File: src/rtl/cwt_butterfly_r2.sv
// cwt_butterfly_r2: four-stage pipelined radix-2 complex butterfly.
// Computes X = A + W*B and Y = A - W*B in signed Q(DW-FRAC).FRAC.
// The twiddle comes from two 1-cycle registered ROMs that share tw_addr.
// One global enable stalls the whole pipeline. A beat handshaken in
// cycle T is presented on out_valid in cycle T+4.
module cwt_butterfly_r2 #(
  parameter int DW    = 16,
  parameter int FRAC  = 8,
  parameter int AW    = 5,
  parameter int SCALE = 1
) (
  input  logic          clk,
  input  logic          rst_n,
  input  logic          in_valid,
  output logic          in_ready,
  input  logic [DW-1:0] a_re,
  input  logic [DW-1:0] a_im,
  input  logic [DW-1:0] b_re,
  input  logic [DW-1:0] b_im,
  input  logic [AW-1:0] tw_idx,
  output logic [AW-1:0] tw_addr,
  input  logic [DW-1:0] tw_re,
  input  logic [DW-1:0] tw_im,
  output logic          out_valid,
  input  logic          out_ready,
  output logic [DW-1:0] x_re,
  output logic [DW-1:0] x_im,
  output logic [DW-1:0] y_re,
  output logic [DW-1:0] y_im
);

  localparam int PW = 2*DW + 1;
  localparam logic signed [PW-1:0] HALF = {{(PW-FRAC){1'b0}}, 1'b1, {(FRAC-1){1'b0}}};
  localparam logic [DW-1:0] MAXV = {1'b0, {(DW-1){1'b1}}};
  localparam logic [DW-1:0] MINV = {1'b1, {(DW-1){1'b0}}};

  logic          en;
  logic          p1_valid, p2_valid, p3_valid, p4_valid;
  logic [DW-1:0] p1_a_re, p1_a_im, p1_b_re, p1_b_im;
  logic [DW-1:0] p2_a_re, p2_a_im, p2_b_re, p2_b_im;
  logic [AW-1:0] p1_idx, p2_idx;
  logic [DW-1:0] p3_a_re, p3_a_im, p3_wb_re, p3_wb_im;

  logic signed [2*DW-1:0] m_rr, m_ii, m_ri, m_ir;
  logic signed [PW-1:0]   prod_re, prod_im;
  logic [PW-1:0]          sh_re, sh_im;
  logic [DW-1:0]          wb_re, wb_im;
  logic [DW:0]            s_xr, s_xi, s_yr, s_yi;
  logic [DW-1:0]          r_xr, r_xi, r_yr, r_yi;

  function automatic logic [2*DW-1:0] sx2(input logic [DW-1:0] v);
    return {{DW{v[DW-1]}}, v};
  endfunction

  function automatic logic [PW-1:0] sx2p(input logic [2*DW-1:0] v);
    return {v[2*DW-1], v};
  endfunction

  // Clamp a PW-bit value to DW bits: in range when all bits above the DW sign bit agree with it.
  function automatic logic [DW-1:0] sat_p(input logic [PW-1:0] v);
    logic [DW-1:0] r;
    if ((&v[PW-1:DW-1]) || !(|v[PW-1:DW-1])) r = v[DW-1:0];
    else                                      r = v[PW-1] ? MINV : MAXV;
    return r;
  endfunction

  // (s+1)>>>1 equals s[DW:1] + s[0] and always fits DW bits, so scaling never saturates.
  function automatic logic [DW-1:0] finish_s(input logic [DW:0] s);
    logic [DW-1:0] r;
    if (SCALE != 0)            r = s[DW:1] + {{(DW-1){1'b0}}, s[0]};
    else if (s[DW] == s[DW-1]) r = s[DW-1:0];
    else                       r = s[DW] ? MINV : MAXV;
    return r;
  endfunction

  assign en        = !p4_valid || out_ready;
  assign in_ready  = en;
  assign out_valid = p4_valid;
  // While stalled, keep re-reading P2's twiddle so ROM data stays aligned with P2.
  assign tw_addr   = en ? p1_idx : p2_idx;

  // Complex multiply W*B at full precision, then round-half-up and clamp to DW.
  always_comb begin
    m_rr    = $signed(sx2(p2_b_re)) * $signed(sx2(tw_re));
    m_ii    = $signed(sx2(p2_b_im)) * $signed(sx2(tw_im));
    m_ri    = $signed(sx2(p2_b_re)) * $signed(sx2(tw_im));
    m_ir    = $signed(sx2(p2_b_im)) * $signed(sx2(tw_re));
    prod_re = $signed(sx2p(m_rr)) - $signed(sx2p(m_ii));
    prod_im = $signed(sx2p(m_ri)) + $signed(sx2p(m_ir));
    sh_re   = (prod_re + HALF) >>> FRAC;
    sh_im   = (prod_im + HALF) >>> FRAC;
    wb_re   = sat_p(sh_re);
    wb_im   = sat_p(sh_im);
  end

  // Butterfly add/subtract in DW+1 bits, then scale or saturate.
  always_comb begin
    s_xr = {p3_a_re[DW-1], p3_a_re} + {p3_wb_re[DW-1], p3_wb_re};
    s_xi = {p3_a_im[DW-1], p3_a_im} + {p3_wb_im[DW-1], p3_wb_im};
    s_yr = {p3_a_re[DW-1], p3_a_re} - {p3_wb_re[DW-1], p3_wb_re};
    s_yi = {p3_a_im[DW-1], p3_a_im} - {p3_wb_im[DW-1], p3_wb_im};
    r_xr = finish_s(s_xr);
    r_xi = finish_s(s_xi);
    r_yr = finish_s(s_yr);
    r_yi = finish_s(s_yi);
  end

  // P1 captures the input beat, P2 takes it one cycle later as the ROM read completes.
  always_ff @(posedge clk or negedge rst_n) begin
    if (!rst_n) begin
      p1_valid <= 1'b0;
      p1_a_re  <= '0;
      p1_a_im  <= '0;
      p1_b_re  <= '0;
      p1_b_im  <= '0;
      p1_idx   <= '0;
      p2_valid <= 1'b0;
      p2_a_re  <= '0;
      p2_a_im  <= '0;
      p2_b_re  <= '0;
      p2_b_im  <= '0;
      p2_idx   <= '0;
    end else if (en) begin
      p1_valid <= in_valid;
      p1_a_re  <= a_re;
      p1_a_im  <= a_im;
      p1_b_re  <= b_re;
      p1_b_im  <= b_im;
      p1_idx   <= tw_idx;
      p2_valid <= p1_valid;
      p2_a_re  <= p1_a_re;
      p2_a_im  <= p1_a_im;
      p2_b_re  <= p1_b_re;
      p2_b_im  <= p1_b_im;
      p2_idx   <= p1_idx;
    end
  end

  // P3 registers the rounded product with A delayed alongside.
  always_ff @(posedge clk or negedge rst_n) begin
    if (!rst_n) begin
      p3_valid <= 1'b0;
      p3_a_re  <= '0;
      p3_a_im  <= '0;
      p3_wb_re <= '0;
      p3_wb_im <= '0;
    end else if (en) begin
      p3_valid <= p2_valid;
      p3_a_re  <= p2_a_re;
      p3_a_im  <= p2_a_im;
      p3_wb_re <= wb_re;
      p3_wb_im <= wb_im;
    end
  end

  // P4 is the output register; it holds while downstream is not ready.
  always_ff @(posedge clk or negedge rst_n) begin
    if (!rst_n) begin
      p4_valid <= 1'b0;
      x_re     <= '0;
      x_im     <= '0;
      y_re     <= '0;
      y_im     <= '0;
    end else if (en) begin
      p4_valid <= p3_valid;
      x_re     <= r_xr;
      x_im     <= r_xi;
      y_re     <= r_yr;
      y_im     <= r_yi;
    end
  end

endmodule

File: config.mk
export PLATFORM = sky130hd
export DESIGN_NAME = cwt_butterfly_r2
export DESIGN_NICKNAME = d
export VERILOG_FILES = /design/src/rtl/cwt_butterfly_r2.sv
export SDC_FILE = /design/constraint.sdc
export NUM_CORES = 2
export LEC_CHECK = 0
export ABC_AREA = 1
export CORE_ASPECT_RATIO = 1.75
export CORE_MARGIN = 2
export CORE_UTILIZATION = 55
export DETAILED_ROUTE_END_ITERATION = 10
export PLACE_DENSITY = 0.75
export SLEW_MARGIN = 20
export SYNTH_ARGS = -nofsm -noshare
export SYNTH_HDL_FRONTEND = slang
export SYNTH_SLANG_ARGS = --single-unit
export TNS_END_PERCENT = 10
File: constraint.sdc
create_clock -name clk -period 7.3 [get_ports clk]
set_input_delay 1.46 -clock clk [delete_from_list [all_inputs] [get_ports clk]]
set_output_delay 1.46 -clock clk [all_outputs]
set_load 0.1 [all_outputs]
==> flow_summary.toml <==
[outcome]
outcome = "finished with violations"
violations = "setup timing"

[synth]
cell_area_after_synthesis_um2 = 57520
number_of_nets_in_the_synthesized_netlist = 9106
synth-xor-area-share = 0.01568
yosys.area_share.simple = 0.1922
synth_top_flop_cell = "sky130_fd_sc_hd__dfrtp_1"
synth_area_per_cell_um2 = 7.717
syn-instance-count = 7454
synthMuxAreaShare = 0
adder_cell_area_share_of_the_yosys_netlist = 0.4901
synth_top_family_by_area = "adder cells"
synth-async-reset-ratio = 1.000
synth.yosys.seq_area_share = 0.1175
synth-compound-area-share = 0.02645
synth_edf_count = 0
postSynthRegisterBits = 270
ys_types = 39
synth.yosys.warnings = 0

[global_routing]
first_global_vias = 54214
gr-usage-all-layers = 0.3550
gr-total-overflow = 0
antenna_found_initial = 6
grt_pass1_wl_mm = 291.0
grt_start_max_net_pins = 192

[layout]
nNetsFinal = 9654
num-fill-cells = 8744
utilization_of_the_core_after_routing = 0.6609
layout.cells.most_common_list = "sky130_fd_sc_hd__nand2_1, sky130_fd_sc_hd__inv_1, sky130_fd_sc_hd__fa_1"
syn2layout_area_growth_pct = 19.62
finish.instance_area_um2 = 68800
leading_cell_type_in_the_layout_fill_and_taps_excluded = "sky130_fd_sc_hd__nand2_1"
drive_above_1_share = 0.1430

[hold_path]
min_path_type = "flip-flop to flip-flop"

[setup_path]
worst_path_max_delay_cell = "sky130_fd_sc_hd__fa_2"
critical_path.n_buffers_inverters = 13
worstSetupStartpointType = "primary input"
worstSetupEndpoint = "p3_wb_re[8]"
crit_cells = 33
worst-path-max-fanout = 7
timing.critical_path.to_type = "flip-flop"
crit-reg2reg-capture = "p3_wb_im[9]"
r2r_setup_slack_ns = -0.45
worst_ep_required_time_ns = 7.86
r2r-start = "p2_b_im[15]"
startpoint = "tw_re[10]"
critPathTopFamily = "adder cells"
criticalPathCategory = "primary input to flip-flop"
rr_worst_depth = 35
crit_path_max_incr_delay_ns = 0.61
worst_ep_arrival_time_ns = 8.50
path_common_cell = "sky130_fd_sc_hd__inv_1"

[place]
gp_routability_congestion = 0.9904
postPlaceCellArea_um2 = 64740
port-buffer-count = 175
post-dp-hpwl_mm = 147.7

[sta]
rsz0062_at_grt = "yes"
finalCritPeriodShare = 1.088
worst_clock_skew_ns = 0.04525
tns_ns = -18.57
slew_worst_pin_ns = 1.044
maximum_achievable_frequency_mhz = 126.0
finalHoldViolations = 0
setup-violations-final = 32
setup_slack_ns = -0.6391
slew_viol_final = 0
fin_crit_ns = 7.939
slew_headroom = 0.3019

[clock_tree]
clkLatencyLatePin_ns = 0.65
ctsHoldBuffers = 0
tritoncts = "done"
ctsLongestPathBuffers = 3
root_buffer = "sky130_fd_sc_hd__clkbuf_16"
h_tree_levels = 1
clkSinkCount = 270
clkTransAtPathRegs_ns = 0.07
tritoncts.num_buffers = 28

[route]
drc_errors = 0
detail_route.first_pass.iterations = 10
vias = 48768
first_iter_violations = 3083
drtAntennaViolNets = 0
drt-total-wl_mm = 183.2
wl_per_cell_um = 19.55
viasPerCell = 5.204

[floorplanning]
fp.dieArea_um2 = 107300
num_rows = 157
die_h_um = 431.8
io-pin-count = 176
coreArea_um2 = 104100
die_w_um = 248.5
initial_core_util = 0.5525

[flow_run]
max_cap_violations = 0
routing by layer:
metal	GRT usage	share of wire	up-vias
li1	-	-	22102
met1	0.3622	0.32	23820
met2	0.6308	0.51	1938
met3	0.05320	0.059	902
met4	0.3124	0.11	6
met5	0	0.00023	-
kinds of logic (layout without fill, tap and decap cells):
logic type	after synthesis	count (layout)
and+or+nand+nor	2838	2840
DFF	270	270
AOI/OAI and AO/OA	282	282
adders and majority gates	1547	1547
other	0	1
xor gates and xnor gates	103	103
buffers and inverters	2414	2978
sequential cells by signal, indices dropped and copies added, names as in the netlist, 16 cells and up:
register	flops
p2_a_re	16
p2_b_re	16
p1_a_re	16
p3_a_re	16
y_re	16
x_im	16
p3_wb_im	16
y_im	16
p1_a_im	16
p3_a_im	16
x_re	16
p2_b_im	16
p3_wb_re	16
p1_b_re	16
p2_a_im	16
p1_b_im	16
tightest hold or removal path: stages (launching register included):
cell	delay, ns
sky130_fd_sc_hd__dfrtp_1	0.34
sky130_fd_sc_hd__nand2_1	0.05
sky130_fd_sc_hd__nand2_1	0.05
layout make-up:
type                            instances  area [um2]  share of cell area
Inverter                             2132        8030              0.1167
Tap cell                             1351        1690             0.02457
Antenna cell                            1       2.502          0.00003637
Clock inverter                         11       90.09            0.001309
Clock buffer                           37       805.8             0.01171
Timing Repair inverter                  2       15.01           0.0002182
Timing Repair Buffer                  796        7851              0.1141
Sequential cell                       270        6756             0.09820
Multi-Input combinational cell       4772       43560              0.6331
stage by stage:
step	instances	hold slack [ns]	setup slack, ns
3_3_place_gp	9198	0.4349	-1.926
6_report	9372	0.4668	-0.6391
5_1_grt	9372	0.4932	-0.8699
2_1_floorplan	7454	0.4198	-0.7331
4_1_cts	9358	0.4686	-0.6541
3_5_place_dp	9198	0.4382	-2.029
synthesized netlist by cell type (3+ instances only):
cell                          n  area share
sky130_fd_sc_hd__xor2_1      82       0.012
sky130_fd_sc_hd__nor4_1       5     0.00054
sky130_fd_sc_hd__o21ai_1      5     0.00043
sky130_fd_sc_hd__nor2_1     303       0.020
sky130_fd_sc_hd__dfrtp_1    270        0.12
sky130_fd_sc_hd__ha_1       370       0.080
sky130_fd_sc_hd__o211ai_1     5     0.00065
sky130_fd_sc_hd__a21oi_1    125       0.011
sky130_fd_sc_hd__inv_1     2127        0.14
sky130_fd_sc_hd__o21bai_1    17      0.0022
sky130_fd_sc_hd__nand2_1   2286        0.15
sky130_fd_sc_hd__nand3b_1     4     0.00052
sky130_fd_sc_hd__nor3_1      24      0.0021
sky130_fd_sc_hd__o21ai_0    107      0.0093
sky130_fd_sc_hd__fa_1      1177        0.41
sky130_fd_sc_hd__inv_2        4     0.00026
sky130_fd_sc_hd__nand4_1     39      0.0042
sky130_fd_sc_hd__nor2_2       3     0.00033
sky130_fd_sc_hd__a22o_1       3     0.00046
sky130_fd_sc_hd__buf_2       16      0.0014
sky130_fd_sc_hd__o21a_1       3     0.00039
sky130_fd_sc_hd__xnor2_1     21      0.0032
sky130_fd_sc_hd__nand2_2      4     0.00043
sky130_fd_sc_hd__a31oi_1      8     0.00087
sky130_fd_sc_hd__a21o_1       4     0.00052
sky130_fd_sc_hd__nand3_1    164       0.014
sky130_fd_sc_hd__clkbuf_1   263       0.017
worst min-delay path by stage:
stage / from / end / slack (ns) / cells past startpoint
after global placement: p3_valid / out_valid / 0.43 / 2
after floorplan: p3_valid / out_valid / 0.42 / 2
after global routing: p1_valid / p2_valid / 0.49 / 2
after CTS: p1_a_re[0] / p2_a_re[0] / 0.47 / 2
final: p1_a_re[0] / p2_a_re[0] / 0.47 / 2
after detailed placement: p3_valid / out_valid / 0.44 / 2
repair_timing:
item,4_1_cts,5_1_grt
setup endpoints to repair,32,32
cloned,12,0
buffers inserted,102,13
pin swaps,292,122
resized for setup,519,134
Power is left out: the tool's default activity adds up to more than one toggle a clock period on the data nets, which glitch-free logic cannot reach.
